==> config.mk <==
export PLATFORM = sky130hd
export DESIGN_NAME = operand_fetch
export DESIGN_NICKNAME = d
export VERILOG_FILES = /design/src/rtl/rv_pkg.sv /design/src/rtl/rv_src_decode.sv /design/src/rtl/operand_fetch.sv
export SDC_FILE = /design/constraint.sdc
export NUM_CORES = 1
export LEC_CHECK = 0
export CELL_PAD_IN_SITES_DETAIL_PLACEMENT = 1
export CELL_PAD_IN_SITES_GLOBAL_PLACEMENT = 2
export CORE_MARGIN = 1
export CORE_UTILIZATION = 28
export CTS_CLUSTER_SIZE = 10
export DETAILED_ROUTE_END_ITERATION = 10
export HOLD_SLACK_MARGIN = 0.1
export PLACE_DENSITY = 0.85
export RECOVER_POWER = 100
export REMOVE_ABC_BUFFERS = 1
export SLEW_MARGIN = 0
export SYNTH_ARGS = -nofsm -noshare
export SYNTH_HDL_FRONTEND = slang
export SYNTH_SLANG_ARGS = --single-unit
==> constraint.sdc <==
create_clock -name clk -period 6.65 [get_ports clk]
set_input_delay 0.665 -clock clk [delete_from_list [all_inputs] [get_ports clk]]
set_output_delay 0.665 -clock clk [all_outputs]
set_load 0.02 [all_outputs]
==> src/rtl/rv_pkg.sv <==
// Shared RV32I operand-fetch definitions.
//   - Default datapath width and architectural register count.
//   - Major opcode constants used by the source/destination decoder.
//   - src_dec_t: which register fields an instruction actually uses.
package rv_pkg;

  localparam int XLEN_DEF = 32;
  localparam int NREG_DEF = 32;

  localparam logic [6:0] OP_REG    = 7'b0110011;
  localparam logic [6:0] OP_IMM    = 7'b0010011;
  localparam logic [6:0] OP_LOAD   = 7'b0000011;
  localparam logic [6:0] OP_JALR   = 7'b1100111;
  localparam logic [6:0] OP_STORE  = 7'b0100011;
  localparam logic [6:0] OP_BRANCH = 7'b1100011;
  localparam logic [6:0] OP_JAL    = 7'b1101111;
  localparam logic [6:0] OP_LUI    = 7'b0110111;
  localparam logic [6:0] OP_AUIPC  = 7'b0010111;

  typedef struct packed {
    logic       uses_rs1;
    logic       uses_rs2;
    logic       writes_rd;
    logic [4:0] rd;
  } src_dec_t;

endpackage

==> src/rtl/rv_src_decode.sv <==
// Combinational source/destination usage decoder.
// Ports:
//   opcode_i     [6:0]  instruction opcode field
//   rd_i         [4:0]  instruction rd field
//   uses_rs1_o          instruction reads rs1
//   uses_rs2_o          instruction reads rs2
//   writes_rd_o         instruction format writes rd (before the x0 check)
//   rd_o         [4:0]  destination index (rd field passed through)
module rv_src_decode
  import rv_pkg::*;
(
  input  logic [6:0] opcode_i,
  input  logic [4:0] rd_i,
  output logic       uses_rs1_o,
  output logic       uses_rs2_o,
  output logic       writes_rd_o,
  output logic [4:0] rd_o
);

  always_comb begin
    uses_rs1_o  = 1'b0;
    uses_rs2_o  = 1'b0;
    writes_rd_o = 1'b0;
    case (opcode_i)
      OP_REG: begin
        uses_rs1_o  = 1'b1;
        uses_rs2_o  = 1'b1;
        writes_rd_o = 1'b1;
      end
      OP_IMM, OP_LOAD, OP_JALR: begin
        uses_rs1_o  = 1'b1;
        writes_rd_o = 1'b1;
      end
      OP_STORE, OP_BRANCH: begin
        uses_rs1_o = 1'b1;
        uses_rs2_o = 1'b1;
      end
      OP_JAL, OP_LUI, OP_AUIPC: begin
        writes_rd_o = 1'b1;
      end
      default: ;
    endcase
  end

  assign rd_o = rd_i;

endmodule

==> src/rtl/operand_fetch.sv <==
// Operand fetch stage: reads the register file, bypasses the retiring
// writeback, tracks in-flight destinations in a busy scoreboard and stalls
// on RAW/WAW hazards, then registers the instruction for execute.
// Ports:
//   clk, rst (synchronous, active-low)
//   in_valid/in_ready, in_pc, in_instr      upstream instruction handshake
//   rs1_addr, rs2_addr / rs1_data, rs2_data  reg_file read port
//   wb_valid, wb_rd, wb_data                 retiring writeback
//   flush                                    drop the held output entry
//   out_valid/out_ready, out_pc, out_instr,
//   out_op_a, out_op_b, out_rd, out_rd_wr    registered output to execute
module operand_fetch
  import rv_pkg::*;
#(
  parameter int XLEN = XLEN_DEF,
  parameter int NREG = NREG_DEF
) (
  input  logic            clk,
  input  logic            rst,
  input  logic            in_valid,
  output logic            in_ready,
  input  logic [31:0]     in_pc,
  input  logic [31:0]     in_instr,
  output logic [4:0]      rs1_addr,
  output logic [4:0]      rs2_addr,
  input  logic [XLEN-1:0] rs1_data,
  input  logic [XLEN-1:0] rs2_data,
  input  logic            wb_valid,
  input  logic [4:0]      wb_rd,
  input  logic [XLEN-1:0] wb_data,
  input  logic            flush,
  output logic            out_valid,
  input  logic            out_ready,
  output logic [31:0]     out_pc,
  output logic [31:0]     out_instr,
  output logic [XLEN-1:0] out_op_a,
  output logic [XLEN-1:0] out_op_b,
  output logic [4:0]      out_rd,
  output logic            out_rd_wr
);

  src_dec_t dec;

  rv_src_decode u_dec (
    .opcode_i   (in_instr[6:0]),
    .rd_i       (in_instr[11:7]),
    .uses_rs1_o (dec.uses_rs1),
    .uses_rs2_o (dec.uses_rs2),
    .writes_rd_o(dec.writes_rd),
    .rd_o       (dec.rd)
  );

  assign rs1_addr = in_instr[19:15];
  assign rs2_addr = in_instr[24:20];

  logic [NREG-1:0] busy_q, busy_d;
  logic            out_valid_q, out_rd_wr_q;
  logic [31:0]     out_pc_q, out_instr_q;
  logic [XLEN-1:0] out_op_a_q, out_op_b_q;
  logic [4:0]      out_rd_q;

  // Writes to x0 are architecturally invisible, so they never mark busy.
  logic rd_wr;
  assign rd_wr = dec.writes_rd && (dec.rd != 5'd0);

  // A writeback retiring this cycle resolves the hazard on its register,
  // because its data is forwarded straight into the operand mux.
  logic wb_hit_rs1, wb_hit_rs2, wb_hit_rd;
  assign wb_hit_rs1 = wb_valid && (wb_rd == rs1_addr);
  assign wb_hit_rs2 = wb_valid && (wb_rd == rs2_addr);
  assign wb_hit_rd  = wb_valid && (wb_rd == dec.rd);

  logic pend_rs1, pend_rs2, waw, stall, accept;
  assign pend_rs1 = dec.uses_rs1 && busy_q[rs1_addr] && !wb_hit_rs1;
  assign pend_rs2 = dec.uses_rs2 && busy_q[rs2_addr] && !wb_hit_rs2;
  assign waw      = rd_wr && busy_q[dec.rd] && !wb_hit_rd;
  assign stall    = in_valid && (pend_rs1 || pend_rs2 || waw);

  // Flush blocks accept so a dropped entry cannot be replaced in that cycle.
  assign in_ready = rst && !flush && !stall && (!out_valid_q || out_ready);
  assign accept   = in_valid && in_ready;

  logic [XLEN-1:0] op_a, op_b;
  always_comb begin
    op_a = '0;
    op_b = '0;
    if (dec.uses_rs1 && rs1_addr != 5'd0) op_a = wb_hit_rs1 ? wb_data : rs1_data;
    if (dec.uses_rs2 && rs2_addr != 5'd0) op_b = wb_hit_rs2 ? wb_data : rs2_data;
  end

  // Per-register scoreboard update. Set (new in-flight writer) beats clear
  // (writeback or flushed entry) when both hit the same index.
  logic flush_clr;
  assign flush_clr = flush && out_valid_q && out_rd_wr_q;

  assign busy_d[0] = 1'b0;
  genvar gi;
  generate
    for (gi = 1; gi < NREG; gi++) begin : g_busy
      localparam logic [4:0] IDX = 5'(gi);
      logic set_b, clr_b;
      assign set_b = accept && rd_wr && (dec.rd == IDX);
      assign clr_b = (wb_valid && (wb_rd == IDX)) || (flush_clr && (out_rd_q == IDX));
      assign busy_d[gi] = set_b || (busy_q[gi] && !clr_b);
    end
  endgenerate

  always_ff @(posedge clk) begin
    if (!rst) begin
      busy_q      <= '0;
      out_valid_q <= 1'b0;
      out_pc_q    <= '0;
      out_instr_q <= '0;
      out_op_a_q  <= '0;
      out_op_b_q  <= '0;
      out_rd_q    <= '0;
      out_rd_wr_q <= 1'b0;
    end else begin
      busy_q <= busy_d;
      if (flush) begin
        out_valid_q <= 1'b0;
      end else if (accept) begin
        out_valid_q <= 1'b1;
        out_pc_q    <= in_pc;
        out_instr_q <= in_instr;
        out_op_a_q  <= op_a;
        out_op_b_q  <= op_b;
        out_rd_q    <= dec.rd;
        out_rd_wr_q <= rd_wr;
      end else if (out_ready) begin
        out_valid_q <= 1'b0;
      end
    end
  end

  assign out_valid = out_valid_q;
  assign out_pc    = out_pc_q;
  assign out_instr = out_instr_q;
  assign out_op_a  = out_op_a_q;
  assign out_op_b  = out_op_b_q;
  assign out_rd    = out_rd_q;
  assign out_rd_wr = out_rd_wr_q;

endmodule
==> metrics.cfg <==
[clock_network]
cts_buffer_depth = 2
holdBufCountCts = 0
ctsResizeCount = 0
post-cts-setup-buffers = 0
cts-root-buf = clkbuf_16
clk_pin_slew_ns = 0.08
cts_tree = built
cts_sinks = 161
clkLatencyLatePin_ns = 0.43
cts_buffers = 17
cts_max_level = 4

[timing]
rsz0062_at_grt = no
finalClockSkew_ns = 0.0203
fin_tns_setup_ns = 0
post-route-period-util_pct = 76.6
maxSlewViolCount = 163
period_minus_slack_ns = 5.09
timing.slew.headroom_pct = -81.4
setup_viol = 0
hold_violations = 0
worst_pin_slew_ns = 2.72
timing.final.ws_setup_ns = 1.56
fmax_mhz = 196

[global_route]
grt_pass1_vias = 8483
track_usage_pct = 19.9
grt_max_degree = 83
grt_overflow = 0
antenna_found_initial = 0
grt_pass1_wl_um = 48600

[route]
drt-met1-wl_um = 12800
vias = 8114
ant_nets = 0
firstDrtPassIters = 5
drc = 0
drt-vias-per-instance = 5.02
routed.top_layer = met4
routed_wl_um = 32000
dr_wl_met2_um = 16000
wl_per_cell_um = 19.8
drtIter0Drc = 572
met3_length_um = 2880

[worst_setup_path]
reg2reg_to = out_pc[18]
crit_type = primary input to flip-flop
crit_cells = 8
worstSetupStartpoint = in_instr[8]
setup.worst_path.end_class = flip-flop
cpMostUsedCell = mux2i_1
crit_family = buffers and inverters
critPathSlowestCell = clkbuf_2
reg2reg_from = busy_q[27]
crit_end = out_pc[18]
worstPathArrival_ns = 5.30
start_kind = primary input
rrSetupSlack_ns = 2.51
required_ns = 6.85
path_buf_inv = 2
worst_r2r_path_depth = 7
cpPeakStageDelay_ns = 1.90
path_max_fanout = 79
crit_chain = dlygate4sd3_1, mux2i_1, mux4_2, nand3_1, nand4_1, o2111ai_1, clkbuf_2, mux2i_1

[logic_synthesis]
synth-main-ff-cell = dfxtp_1
synth-edff-count = 0
yosys.area_share.simple_pct = 14.6
synthAdderAreaFrac_pct = 0
synth_warnings = 0
syn_area_um2 = 8730
synth_compound_area_share_pct = 8.33
avgSynthCellArea_um2 = 9.13
ys_ff_latch = 161
synthXorXnorAreaFrac_pct = 1.50
synth_top_family_by_area = multiplexers
postSynthCellCount = 956
yosysUniqueCellTypes = 41
yosysSeqAreaShare_pct = 36.9
synthMuxAreaShare_pct = 29.3
async_reset_ff_share_pct = 0

[floorplan]
io_pins = 317
initial_utilization_pct = 28.5
fp.dieW_um = 179
core-area_um2 = 30700
die_y_um = 179
die_area_um2 = 31900
rows = 64

[placed_design]
dp_cells = 1584
gp_congestion = 0.877
dpl.hpwl_um = 23200
io_buffers = 316
dp_slack_ns = 1.90

[job]
cap_violations = 2

[outcome]
status = complete, but fails checks
failed_checks = max-capacitance violations, max-slew violations

[hold_path]
min_path_type = flip-flop to flip-flop
hold_depth = 2

[final_layout]
fin_nets = 1378
drive_above_1_share_pct = 9.18
final.fill_count = 3534
insertedDiodeCount = 0
seqCellArea_um2 = 3220
final_cells = 1616
areaGrowthSynthToFinish_pct = 42.4
multi_input_area_um2 = 4700

[pwr]
pwr_density_cell_nw_per_um2 = 189
vdd_drop_max_mv = 0.164
leakagePower_nw = 5.58

-- metal layers --
metal | track usage, % | vias to the layer above
met5 | 0 | -
met4 | 4.48 | 0
met3 | 7.33 | 23
met2 | 34.7 | 285
met1 | 23.1 | 4011
li1 | - | 3795
-- cells in the final DEF (no fill, tap or decap), drive strengths merged, types with 7 or more instances in the layout --
master | synthesis | layout
nand2 | 248 | 248
clkdlybuf4s50 | 0 | 168
dfxtp | 161 | 161
dlygate4sd3 | 0 | 147
mux2i | 139 | 139
inv | 67 | 73
mux2 | 66 | 66
o2111ai | 34 | 34
o41ai | 31 | 31
clkbuf | 42 | 21
mux4 | 19 | 19
nor2 | 16 | 16
nand3 | 13 | 13
xor2 | 12 | 12
nand4 | 7 | 7
nor2b | 7 | 7
clkinv | 0 | 7
-- where the power goes --
group	switching [mW]	total, mW	internal [mW]
clock network	0.473	0.977	0.503
registers	0.0130	1.00	0.987
logic	0.183	0.375	0.192
-- worst min-delay path, delay by kind of cell (launching register included) --
kind	cells	cell delay (ns)
flops	1	0.31
mux	1	0.05
simple gates	1	0.05
-- synthesized netlist by cell type (3+ instances only) --
master	count	area share [%]
a21oi_1	3	0.17
buf_2	13	0.75
mux2_2	49	6.3
nor2_1	16	0.69
xor2_1	12	1.2
mux2_1	17	2.2
o41ai_1	30	3.0
nand4_1	7	0.50
nor2b_1	7	0.50
buf_4	22	1.9
o211ai_1	3	0.26
buf_8	10	1.7
o2111ai_1	34	3.4
mux2i_1	139	16
mux4_2	19	4.9
a221oi_1	3	0.30
nor3_1	3	0.17
o21ai_0	6	0.34
clkbuf_1	41	1.8
nand2b_1	6	0.43
nor4_1	3	0.21
nand2_1	248	11
xnor2_1	3	0.30
inv_1	67	2.9
nand3_1	13	0.75
dfxtp_1	161	37
-- sequential cells by signal (all words and copies together) (netlist names) --
register	cells
out_instr	32
out_pc	32
out_rd_wr	1
out_op_b	32
out_op_a	32
busy_q	31
out_valid	1
-- worst min-delay path by stage --
stage,start,end,slack (ns)
floorplan,busy_q[3],busy_q[3],0.47
global placement,out_op_a[15],out_op_a[15],0.44
detailed placement,out_instr[16],out_instr[16],0.45
CTS,out_op_b[15],out_op_b[15],0.46
global route,out_op_a[8],out_op_a[8],0.48
finish,out_op_b[5],out_op_b[5],0.45
-- layout make-up --
class | count | share of cell area [%]
clock buffers | 19 | 3.56
clock inverters | 13 | 0.966
inverters | 67 | 2.02
multi-input cells | 638 | 37.8
flip-flops and latches | 161 | 25.9
well taps | 396 | 3.99
repair buffers | 322 | 25.7
-- kinds of logic after synthesis --
kind of cell | count (synthesis)
AND/OR/NAND/NOR | 312
flip-flops | 161
buffers and inverters | 157
AO/OA/AOI/OAI | 87
XOR/XNOR | 15
multiplexers | 224
-- stage by stage --
| step | area (um^2) | power, mW | hold WS [ns] | utilization [%] |
|---|---|---|---|---|
| 4_1_cts | 12500 | 2.39 | 0.462 | 40.7 |
| 3_5_place_dp | 11900 | 1.41 | 0.452 | 38.9 |
| 6_report | 12400 | 2.35 | 0.455 | 40.5 |
| 2_1_floorplan | 8170 | 1.21 | 0.474 | - |
| 5_1_grt | 12400 | 2.46 | 0.477 | 40.5 |
| 3_3_place_gp | 11900 | 1.40 | 0.443 | 38.9 |
Power figures use the tool's default switching activity.
